**src/rtl/gate_demo_pkg.sv**
```systemverilog
// Shared gate-select codes, sequencer state encoding and the reference
// gate function used by the board truth-table demos.
package gate_demo_pkg;

  localparam logic [2:0] SEL_OR   = 3'b000;
  localparam logic [2:0] SEL_AND  = 3'b001;
  localparam logic [2:0] SEL_XOR  = 3'b010;
  localparam logic [2:0] SEL_NOR  = 3'b011;
  localparam logic [2:0] SEL_NAND = 3'b100;
  localparam logic [2:0] SEL_XNOR = 3'b101;

  typedef enum logic [2:0] {
    ST_IDLE      = 3'd0,
    ST_DRIVE     = 3'd1,
    ST_SAMPLE    = 3'd2,
    ST_WAIT_STEP = 3'd3,
    ST_VERDICT   = 3'd4
  } state_t;

  // Codes 11x are reserved: a sweep still runs but never yields a verdict.
  function automatic logic sel_valid(input logic [2:0] sel);
    return sel[2:1] != 2'b11;
  endfunction

  function automatic logic expected(input logic [2:0] sel, input logic a, input logic b);
    logic y;
    case (sel)
      SEL_OR:   y = a | b;
      SEL_AND:  y = a & b;
      SEL_XOR:  y = a ^ b;
      SEL_NOR:  y = ~(a | b);
      SEL_NAND: y = ~(a & b);
      SEL_XNOR: y = ~(a ^ b);
      default:  y = 1'b0;
    endcase
    return y;
  endfunction

endpackage

```
**src/rtl/button_debouncer.sv**
```systemverilog
// Synchronises a bouncing push-button, accepts a level change only after it is
// stable for DEBOUNCE_TICKS cycles, and emits a registered 1-cycle rising pulse.
module button_debouncer #(
  parameter int unsigned DEBOUNCE_TICKS = 1_000_000
) (
  input  logic clk_i,
  input  logic rst_i,
  input  logic btn_i,
  output logic level_o,
  output logic rise_o
);

  localparam int CW = $clog2(DEBOUNCE_TICKS + 1);

  logic          sync1_q, sync2_q;
  logic [CW-1:0] cnt_q;
  logic          level_q, rise_q;

  always_ff @(posedge clk_i or posedge rst_i) begin
    if (rst_i) begin
      sync1_q <= 1'b0;
      sync2_q <= 1'b0;
      cnt_q   <= '0;
      level_q <= 1'b0;
      rise_q  <= 1'b0;
    end else begin
      sync1_q <= btn_i;
      sync2_q <= sync1_q;
      rise_q  <= 1'b0;
      // Any return to the accepted level restarts the stability count.
      if (sync2_q == level_q) begin
        cnt_q <= '0;
      end else if (cnt_q == CW'(DEBOUNCE_TICKS - 1)) begin
        cnt_q   <= '0;
        level_q <= sync2_q;
        rise_q  <= sync2_q;
      end else begin
        cnt_q <= cnt_q + 1'b1;
      end
    end
  end

  assign level_o = level_q;
  assign rise_o  = rise_q;

endmodule

```
**src/rtl/gate_truth_table_sequencer.sv**
```systemverilog
// Walks a two-input gate through rows 00..11 on manual or timed steps, samples
// its output after a settle time and reports PASS/FAIL against the selected function.
module gate_truth_table_sequencer
  import gate_demo_pkg::*;
#(
  parameter int unsigned STEP_TICKS     = 100_000_000,
  parameter int unsigned DEBOUNCE_TICKS = 1_000_000,
  parameter int unsigned SETTLE_CYCLES  = 4
) (
  input  logic       I_P_CLK,
  input  logic       I_P_RST,
  input  logic       I_P_MODE,
  input  logic       I_P_STEP,
  input  logic [2:0] I_P_GATE_SEL,
  input  logic       I_P_GATE_Y,
  output logic       O_P_GATE_A,
  output logic       O_P_GATE_B,
  output logic       O_P_LED_A,
  output logic       O_P_LED_B,
  output logic       O_P_LED_Y,
  output logic [1:0] O_P_ROW,
  output logic       O_P_LED_PASS,
  output logic       O_P_LED_FAIL
);

  localparam int TW = $clog2(STEP_TICKS);
  localparam int SW = $clog2(SETTLE_CYCLES + 1);

  logic          mode_s1_q, mode_q;
  logic [TW-1:0] tick_cnt_q;
  logic          tick;
  logic          step_rise, step_lvl_unused;
  logic          step_ev;

  state_t        state_q;
  logic [1:0]    row_q;
  logic [SW-1:0] settle_q;
  logic [2:0]    sel_q;
  logic          mism_q, mism_d;
  logic          led_y_q, pass_q, fail_q;

  button_debouncer #(.DEBOUNCE_TICKS(DEBOUNCE_TICKS)) u_step_db (
    .clk_i   (I_P_CLK),
    .rst_i   (I_P_RST),
    .btn_i   (I_P_STEP),
    .level_o (step_lvl_unused),
    .rise_o  (step_rise)
  );

  always_ff @(posedge I_P_CLK or posedge I_P_RST) begin
    if (I_P_RST) begin
      mode_s1_q  <= 1'b0;
      mode_q     <= 1'b0;
      tick_cnt_q <= '0;
    end else begin
      mode_s1_q <= I_P_MODE;
      mode_q    <= mode_s1_q;
      if (!mode_q || tick) tick_cnt_q <= '0;
      else                 tick_cnt_q <= tick_cnt_q + 1'b1;
    end
  end

  assign tick    = mode_q && (tick_cnt_q == TW'(STEP_TICKS - 1));
  assign step_ev = mode_q ? tick : step_rise;

  assign mism_d = mism_q |
                  (sel_valid(sel_q) & (I_P_GATE_Y != expected(sel_q, row_q[1], row_q[0])));

  always_ff @(posedge I_P_CLK or posedge I_P_RST) begin
    if (I_P_RST) begin
      state_q  <= ST_IDLE;
      row_q    <= 2'd0;
      settle_q <= '0;
      sel_q    <= 3'b000;
      mism_q   <= 1'b0;
      led_y_q  <= 1'b0;
      pass_q   <= 1'b0;
      fail_q   <= 1'b0;
    end else begin
      case (state_q)
        ST_IDLE, ST_VERDICT: begin
          if (step_ev) begin
            state_q  <= ST_DRIVE;
            row_q    <= 2'd0;
            settle_q <= '0;
            sel_q    <= I_P_GATE_SEL;
            mism_q   <= 1'b0;
            pass_q   <= 1'b0;
            fail_q   <= 1'b0;
          end
        end
        ST_DRIVE: begin
          if (settle_q == SW'(SETTLE_CYCLES - 1)) state_q  <= ST_SAMPLE;
          else                                    settle_q <= settle_q + 1'b1;
        end
        ST_SAMPLE: begin
          led_y_q <= I_P_GATE_Y;
          mism_q  <= mism_d;
          if (row_q == 2'd3) begin
            state_q <= ST_VERDICT;
            pass_q  <= sel_valid(sel_q) & ~mism_d;
            fail_q  <= sel_valid(sel_q) & mism_d;
          end else begin
            state_q <= ST_WAIT_STEP;
          end
        end
        ST_WAIT_STEP: begin
          if (step_ev) begin
            state_q  <= ST_DRIVE;
            row_q    <= row_q + 2'd1;
            settle_q <= '0;
          end
        end
        default: state_q <= ST_IDLE;
      endcase
    end
  end

  // Operands are the row bits directly, so they change on the DRIVE-entry edge.
  assign O_P_GATE_A   = row_q[1];
  assign O_P_GATE_B   = row_q[0];
  assign O_P_LED_A    = row_q[1];
  assign O_P_LED_B    = row_q[0];
  assign O_P_LED_Y    = led_y_q;
  assign O_P_ROW      = row_q;
  assign O_P_LED_PASS = pass_q;
  assign O_P_LED_FAIL = fail_q;

endmodule

```
**config.mk**
```make
export PLATFORM = sky130hd
export DESIGN_NAME = gate_truth_table_sequencer
export DESIGN_NICKNAME = d
export VERILOG_FILES = /design/src/rtl/gate_demo_pkg.sv /design/src/rtl/button_debouncer.sv /design/src/rtl/gate_truth_table_sequencer.sv
export SDC_FILE = /design/constraint.sdc
export NUM_CORES = 1
export LEC_CHECK = 0
export CORE_MARGIN = 3
export CORE_UTILIZATION = 64
export CTS_CLUSTER_SIZE = 8
export DETAILED_ROUTE_END_ITERATION = 6
export PLACE_DENSITY = 0.84
export SKIP_CTS_REPAIR_TIMING = 1
export SYNTH_ARGS = -nofsm -noshare
export SYNTH_HDL_FRONTEND = slang
export SYNTH_SLANG_ARGS = --single-unit
```
**constraint.sdc**
```tcl
create_clock -name I_P_CLK -period 6.36 [get_ports I_P_CLK]
set_input_delay 1.272 -clock I_P_CLK [delete_from_list [all_inputs] [get_ports I_P_CLK]]
set_output_delay 1.272 -clock I_P_CLK [all_outputs]
set_load 0.01 [all_outputs]
```
==> results.cfg, run 1 <==
[synthesis]
syn_area_mm2 = 0.003374
yosysSeqAreaShare_pct = 50.43
yosys.area.top_type_share_pct = 50.43
synthTopCellsByArea = dfrtp_1 (50%), xnor2_1 (6.5%), nor2_1 (5.8%)
syn-instance-count = 336
syn-num-nets = 350
synth-edff-count = 0
async_flop_share_pct = 100.0
yosys.cell_types.count = 50
synth_ff_type = dfrtp_1
yosysTopAreaCell = dfrtp_1
synth-warning-count = 0
ys_ff_latch = 68
syn_area_per_cell_um2 = 10.04

[timing]
setup_violations = 0
finClkSkew_ns = 0.004099
worst_pin_slew_ns = 0.9164
fin_ws_ns = 3.694
fmax_ghz = 0.3751
finalMaxSlewViolations = 0
hold_slack_ns = 0.3527
hold_viol_final = 0
relSlewSlack_pct = 38.34
rsz0062_at_grt = no
fin_setup_tns_ns = 0
period_minus_slack_ns = 2.666
fin_crit_sh_pct = 41.92

[final_layout]
final_common_cell = dfrtp_1
drive_gt1_share_pct = 6.250
area_growth_pct = 9.455
nFillCells = 340
layout_common_cells = dfrtp_1 (68), nor2_1 (52), xnor2_1 (25)
final_nets = 364
n_antenna_cell = 0

[power]
pwr-share-seq_pct = 59.3
p_sw_share_pct = 21.74
vdd_drop_max_uv = 142.8
pwr-share-comb_pct = 3.8
finalPower_uw = 747.6
power_density_mw_per_mm2 = 202.4
p_leak_nw = 1.544
p_clk_share_pct = 36.9
intPower_uw = 585.1
p_sw_uw = 162.5

[clocking]
h-tree-depth = 3
clkTransAtPathRegs_ns = 0.06
cts.path.max_buffers = 2
clkLatencyLatePin_ns = 0.33
cts-buffers-inserted = 9
clock_sinks = 68
cts_tree = built
root_buffer = clkbuf_8

[critical_path]
cp_cell_sequence = clkdlybuf4s50_1
slowest_stage = clkdlybuf4s50_1
worstPathArrival_ns = 1.39
worst_path_largest_cell_delay_ns = 0.59
end_kind = primary output
cp_top_family = buffers and inverters
cp_num_buf_inv = 1
criticalPathCategory = reg -> out
required_ns = 5.09
cp_max_fo = 8
startpoint_type = register

[place]
numPortBuffers = 16
gp_congestion = 0.7993
dp_hpwl_mm = 4.054
place_ws_ns = 3.924

[drt]
avgViaCountPerCell = 5.878
dr.pass1.iters = 4
detail_route.wl_per_cell_um = 14.33
vias = 2463
ant_nets = 0
drcViolationCount = 0
routed_wl_mm = 6.003
drt_first_iter_violations = 159

[grt]
track_usage_pct = 21.84
grt_max_degree = 69
grt_pass1_vias = 2370
grt_pass1_wl_mm = 10.49
antenna_found_initial = 0
overflow = 0

[die]
fp.dieW_um = 78.61
core.rowCount = 25
core_mm2 = 0.004911
initial_core_util_pct = 68.71
boundaryPins = 17
fp.dieH_um = 78.61
die_area_mm2 = 0.006180

[run]
cap_violations = 0

[hold_path]
hold_path.class = reg -> reg

[status]
status = completed
==> area by class of cell <==
type,instances,area [um^2],share of cell area [%]
multi-input cells,241,1553,42.04
flip-flops and latches,68,1702,46.07
clock buffers,13,138.9,3.760
inverters,13,48.80,1.321
repair buffers,17,167.7,4.539
well taps,67,83.83,2.270
==> cells by family after synthesis <==
family / share of synthesized area [%]
mux: 2.892
compound gates: 6.452
fa+ha+maj: 2.225
flops: 50.43
simple gates: 24.06
xor+xnor: 10.38
buf+inv: 3.560
==> state kept, by name (all words and copies together) (netlist names) <==
register           cells
u_step_db.sync1_q      1
tick_cnt_q            27
mism_q                 1
mode_q                 1
settle_q               3
u_step_db.rise_o       1
u_step_db.sync2_q      1
O_P_LED_PASS           1
O_P_LED_FAIL           1
state_q                3
u_step_db.level_o      1
O_P_ROW                2
sel_q                  3
mode_s1_q              1
O_P_LED_Y              1
u_step_db.cnt_q       20
==> cells in the mapped netlist (all sizes together) (2+ instances only) <==
| master | count |
|---|---|
| mux2i | 3 |
| nand2 | 21 |
| xnor2 | 25 |
| nor2 | 52 |
| mux2 | 5 |
| nand2b | 7 |
| a21oi | 9 |
| xor2 | 15 |
| nand3 | 18 |
| and3 | 3 |
| and4 | 3 |
| or4 | 2 |
| o22ai | 2 |
| and2 | 2 |
| buf | 7 |
| o21ai | 7 |
| inv | 13 |
| nand4 | 10 |
| a22o | 2 |
| clkbuf | 7 |
| or3 | 6 |
| o211a | 2 |
| nor3 | 6 |
| nor2b | 5 |
| nor4 | 13 |
| a32o | 2 |
| dfrtp | 68 |
| ha | 6 |
==> per-stage QoR <==
stage | instance area (um^2) | std cells | utilization (%)
CTS | 3694 | 419 | 75.21
global placement | 3555 | 406 | 72.38
global route | 3694 | 419 | 75.21
floorplan | 3374 | 336 | -
detailed placement | 3555 | 406 | 72.38
finish | 3694 | 419 | 75.21
==> power by group through the flow <==
stage / clock [mW] / sequential, mW / combinational, mW
3_3_place_gp: 0 / 0.451 / 0.0289
6_report: 0.276 / 0.443 / 0.0287
4_1_cts: 0.282 / 0.443 / 0.0296
3_5_place_dp: 0 / 0.451 / 0.0295
5_1_grt: 0.301 / 0.444 / 0.0331
2_1_floorplan: 0 / 0.450 / 0.0204
==> metal layers <==
metal  part of all wire [%]  vias up  routed length [um]  GRT usage, %
met1                     46     1205                2753         28.03
li1                       -     1186                   -             -
met5                      0        -                   0             0
met3                    3.9       14                 233         4.014
met4                    2.2        0                 135         10.31
met2                     48       58                2880         35.82
==> worst paths after layout <==
| check | startpoint | to | slack, ns | cells past startpoint |
|---|---|---|---|---|
| setup reg to reg | u_step_db.cnt_q[0] | u_step_db.cnt_q[18] | 4.07 | 6 |
| setup / recovery | O_P_ROW[0] | O_P_LED_B | 3.69 | 1 |
| hold reg to reg | mode_s1_q | mode_q | 0.35 | 0 |
| max in group asynchronous | I_P_RST | tick_cnt_q[9] | 4.33 | 3 |
| hold / removal | mode_s1_q | mode_q | 0.35 | 0 |
| min in group asynchronous | I_P_RST | settle_q[0] | 1.50 | 3 |
No activity file was read; power rests on OpenSTA's default activity.
==> run 2: changes to the inputs <==
--- a/config.mk
+++ b/config.mk
@@ -6,10 +6,10 @@
 export NUM_CORES = 1
 export LEC_CHECK = 0
 export CORE_MARGIN = 3
-export CORE_UTILIZATION = 64
+export CORE_UTILIZATION = 54
 export CTS_CLUSTER_SIZE = 8
 export DETAILED_ROUTE_END_ITERATION = 6
-export PLACE_DENSITY = 0.84
+export PLACE_DENSITY = 0.76
 export SKIP_CTS_REPAIR_TIMING = 1
 export SYNTH_ARGS = -nofsm -noshare
 export SYNTH_HDL_FRONTEND = slang
==> constraint.sdc (replaced) <==
create_clock -name I_P_CLK -period 2.4 [get_ports I_P_CLK]
set_input_delay 0.48 -clock I_P_CLK [delete_from_list [all_inputs] [get_ports I_P_CLK]]
set_output_delay 0.48 -clock I_P_CLK [all_outputs]
set_load 0.01 [all_outputs]
==> run 2 against run 1 <==
Compared with the run above:
- combinational power grew to 2.8 times the previous value
- via count is 0.93% lower
- core utilization is 12 points lower
- count of clock-buffer cells in the layout is 2 lower
- die area is 17% higher
- sequential power grew to 2.6 times the previous value
- critical path depth is 4 higher
- cell count is 3.1% higher
- register-to-register slack worse by 3.8 ns
- largest power group unchanged
==> results.cfg, run 2 (synthesis gave the netlist of run 1 again) <==
[place]
place_ws_ns = 0.3154
placed_cells = 416
gp_congestion = 0.8114
numPortBuffers = 16
dp_hpwl_mm = 3.980

[timing]
worst_pin_slew_ns = 0.7130
hold_viol_final = 0
fin_crit_sh_pct = 86.96
fin_setup_tns_ns = 0
finalMaxSlewViolations = 0
rsz0062_at_grt = no
fin_ws_ns = 0.3129
relSlewSlack_pct = 52.03
setup_violations = 0
fmax_ghz = 0.4791
finClkSkew_ns = 0.005583
period_minus_slack_ns = 2.087

[grt]
grt_pass1_wl_mm = 10.76
grt_max_degree = 69
track_usage_pct = 18.53
overflow = 0
antenna_found_initial = 0
grt_pass1_vias = 2447

[clocking]
clock_sinks = 68
root_buffer = clkbuf_8
cts_tree = built
clkTransAtPathRegs_ns = 0.07
cts-buffers-inserted = 9
clkLatencyLatePin_ns = 0.34
h-tree-depth = 3
cts.path.max_buffers = 2

[status]
status = completed

[die]
core_mm2 = 0.005991
fp.dieW_um = 85.05
die_area_mm2 = 0.007234
boundaryPins = 17
fp.dieH_um = 85.05
initial_core_util_pct = 56.33
core.rowCount = 28

[hold_path]
hp-start = u_step_db.sync1_q
hold_path.class = reg -> reg

[critical_path]
cp_max_fo = 9
startpoint_type = register
criticalPathCategory = reg -> reg
crit_path_start = tick_cnt_q[12]
cp_cell_sequence = or4_4 -> nor4_4 -> a21oi_2 -> nand2b_4 -> mux2_4
slowest_stage = or4_4
r2r_start = tick_cnt_q[12]
required_ns = 2.62
worstPathArrival_ns = 2.31
worst_path_largest_cell_delay_ns = 0.57
end_kind = register

[final_layout]
layout.cells.non_filler = 432
seqCellArea_mm2 = 0.001702
multi_input_area_mm2 = 0.001553
nFillCells = 477
drive_gt1_share_pct = 8.123
final_common_cell = dfrtp_1
area_growth_pct = 11.90
largest_register_ffs = 27
n_antenna_cell = 0
reg.largest.list = tick_cnt_q (27), u_step_db.cnt_q (20)
final_nets = 366
max_flop_register = tick_cnt_q
layout_common_cells = dfrtp_1 (68), nor2_1 (52), xnor2_1 (25)

[drt]
vias = 2440
routed_wl_mm = 5.867
detail_route.wl_per_cell_um = 13.58
avgViaCountPerCell = 5.648
dr.pass1.iters = 5
drcViolationCount = 0
ant_nets = 0
drt_first_iter_violations = 168

[power]
vdd_drop_max_uv = 359.5
p_leak_nw = 1.583
finalPower_mw = 2.143
power_density_mw_per_mm2 = 567.5

[run]
cap_violations = 0
run 2: changes by cell type in the layout (fill, tap and decap cells not counted):
cell / delta
clkinv_2: +3
clkbuf_1: -2
buf_12: +1
buf_4: +1
bufinv_16: +1
clkinvlp_4: +1
run 2: final timing paths:
kind	endpoint	slack (ns)	cells past startpoint
max in group asynchronous	u_step_db.cnt_q[4]	1.58	3
worst max register to register	sel_q[1]	0.31	5
worst max-delay path	sel_q[1]	0.31	5
worst min-delay path	u_step_db.sync2_q	0.36	0
worst min register to register	u_step_db.sync2_q	0.36	0
min in group asynchronous	sel_q[1]	0.51	3
run 2: cell type report:
class / instances / share of cell area (%)
inverter: 13 / 1.292
timing repair buffer: 19 / 5.169
clock inverter: 5 / 1.392
sequential: 68 / 45.06
multi-input combinational: 241 / 41.12
tap: 75 / 2.485
clock buffer: 11 / 3.479
run 2: layer usage:
| layer | wire, um | GRT usage, % | share of wire [%] | up-vias |
|---|---|---|---|---|
| li1 | - | - | - | 1192 |
| met1 | 2773 | 24.76 | 47 | 1184 |
| met2 | 2753 | 28.60 | 47 | 56 |
| met3 | 218 | 3.204 | 3.7 | 8 |
| met4 | 121 | 10.50 | 2.1 | 0 |
| met5 | 0 | 0 | 0 | - |
run 2: critical path: cells and delay by family (launching register included):
kind	cells	cell delay, ns
AND/OR/NAND/NOR	3	1.08
flip-flops	1	0.42
multiplexers	1	0.31
AO/OA/AOI/OAI	1	0.17
run 2: report_power, final:
group	switching, mW	internal, mW	leakage (nW)
clock	0.414	0.475	0.0931
combinational	0.0465	0.0337	0.566
sequential	0.0137	1.16	0.924
run 2: stage by stage:
step           util (%)  hold WS, ns  instance area (um^2)
6_report          63.03       0.3613                  3776
5_1_grt           63.03       0.3763                  3776
4_1_cts           63.03       0.3645                  3776
3_5_place_dp      59.96       0.3483                  3592
3_3_place_gp      59.96       0.3364                  3592
2_1_floorplan         -       0.3312                  3374
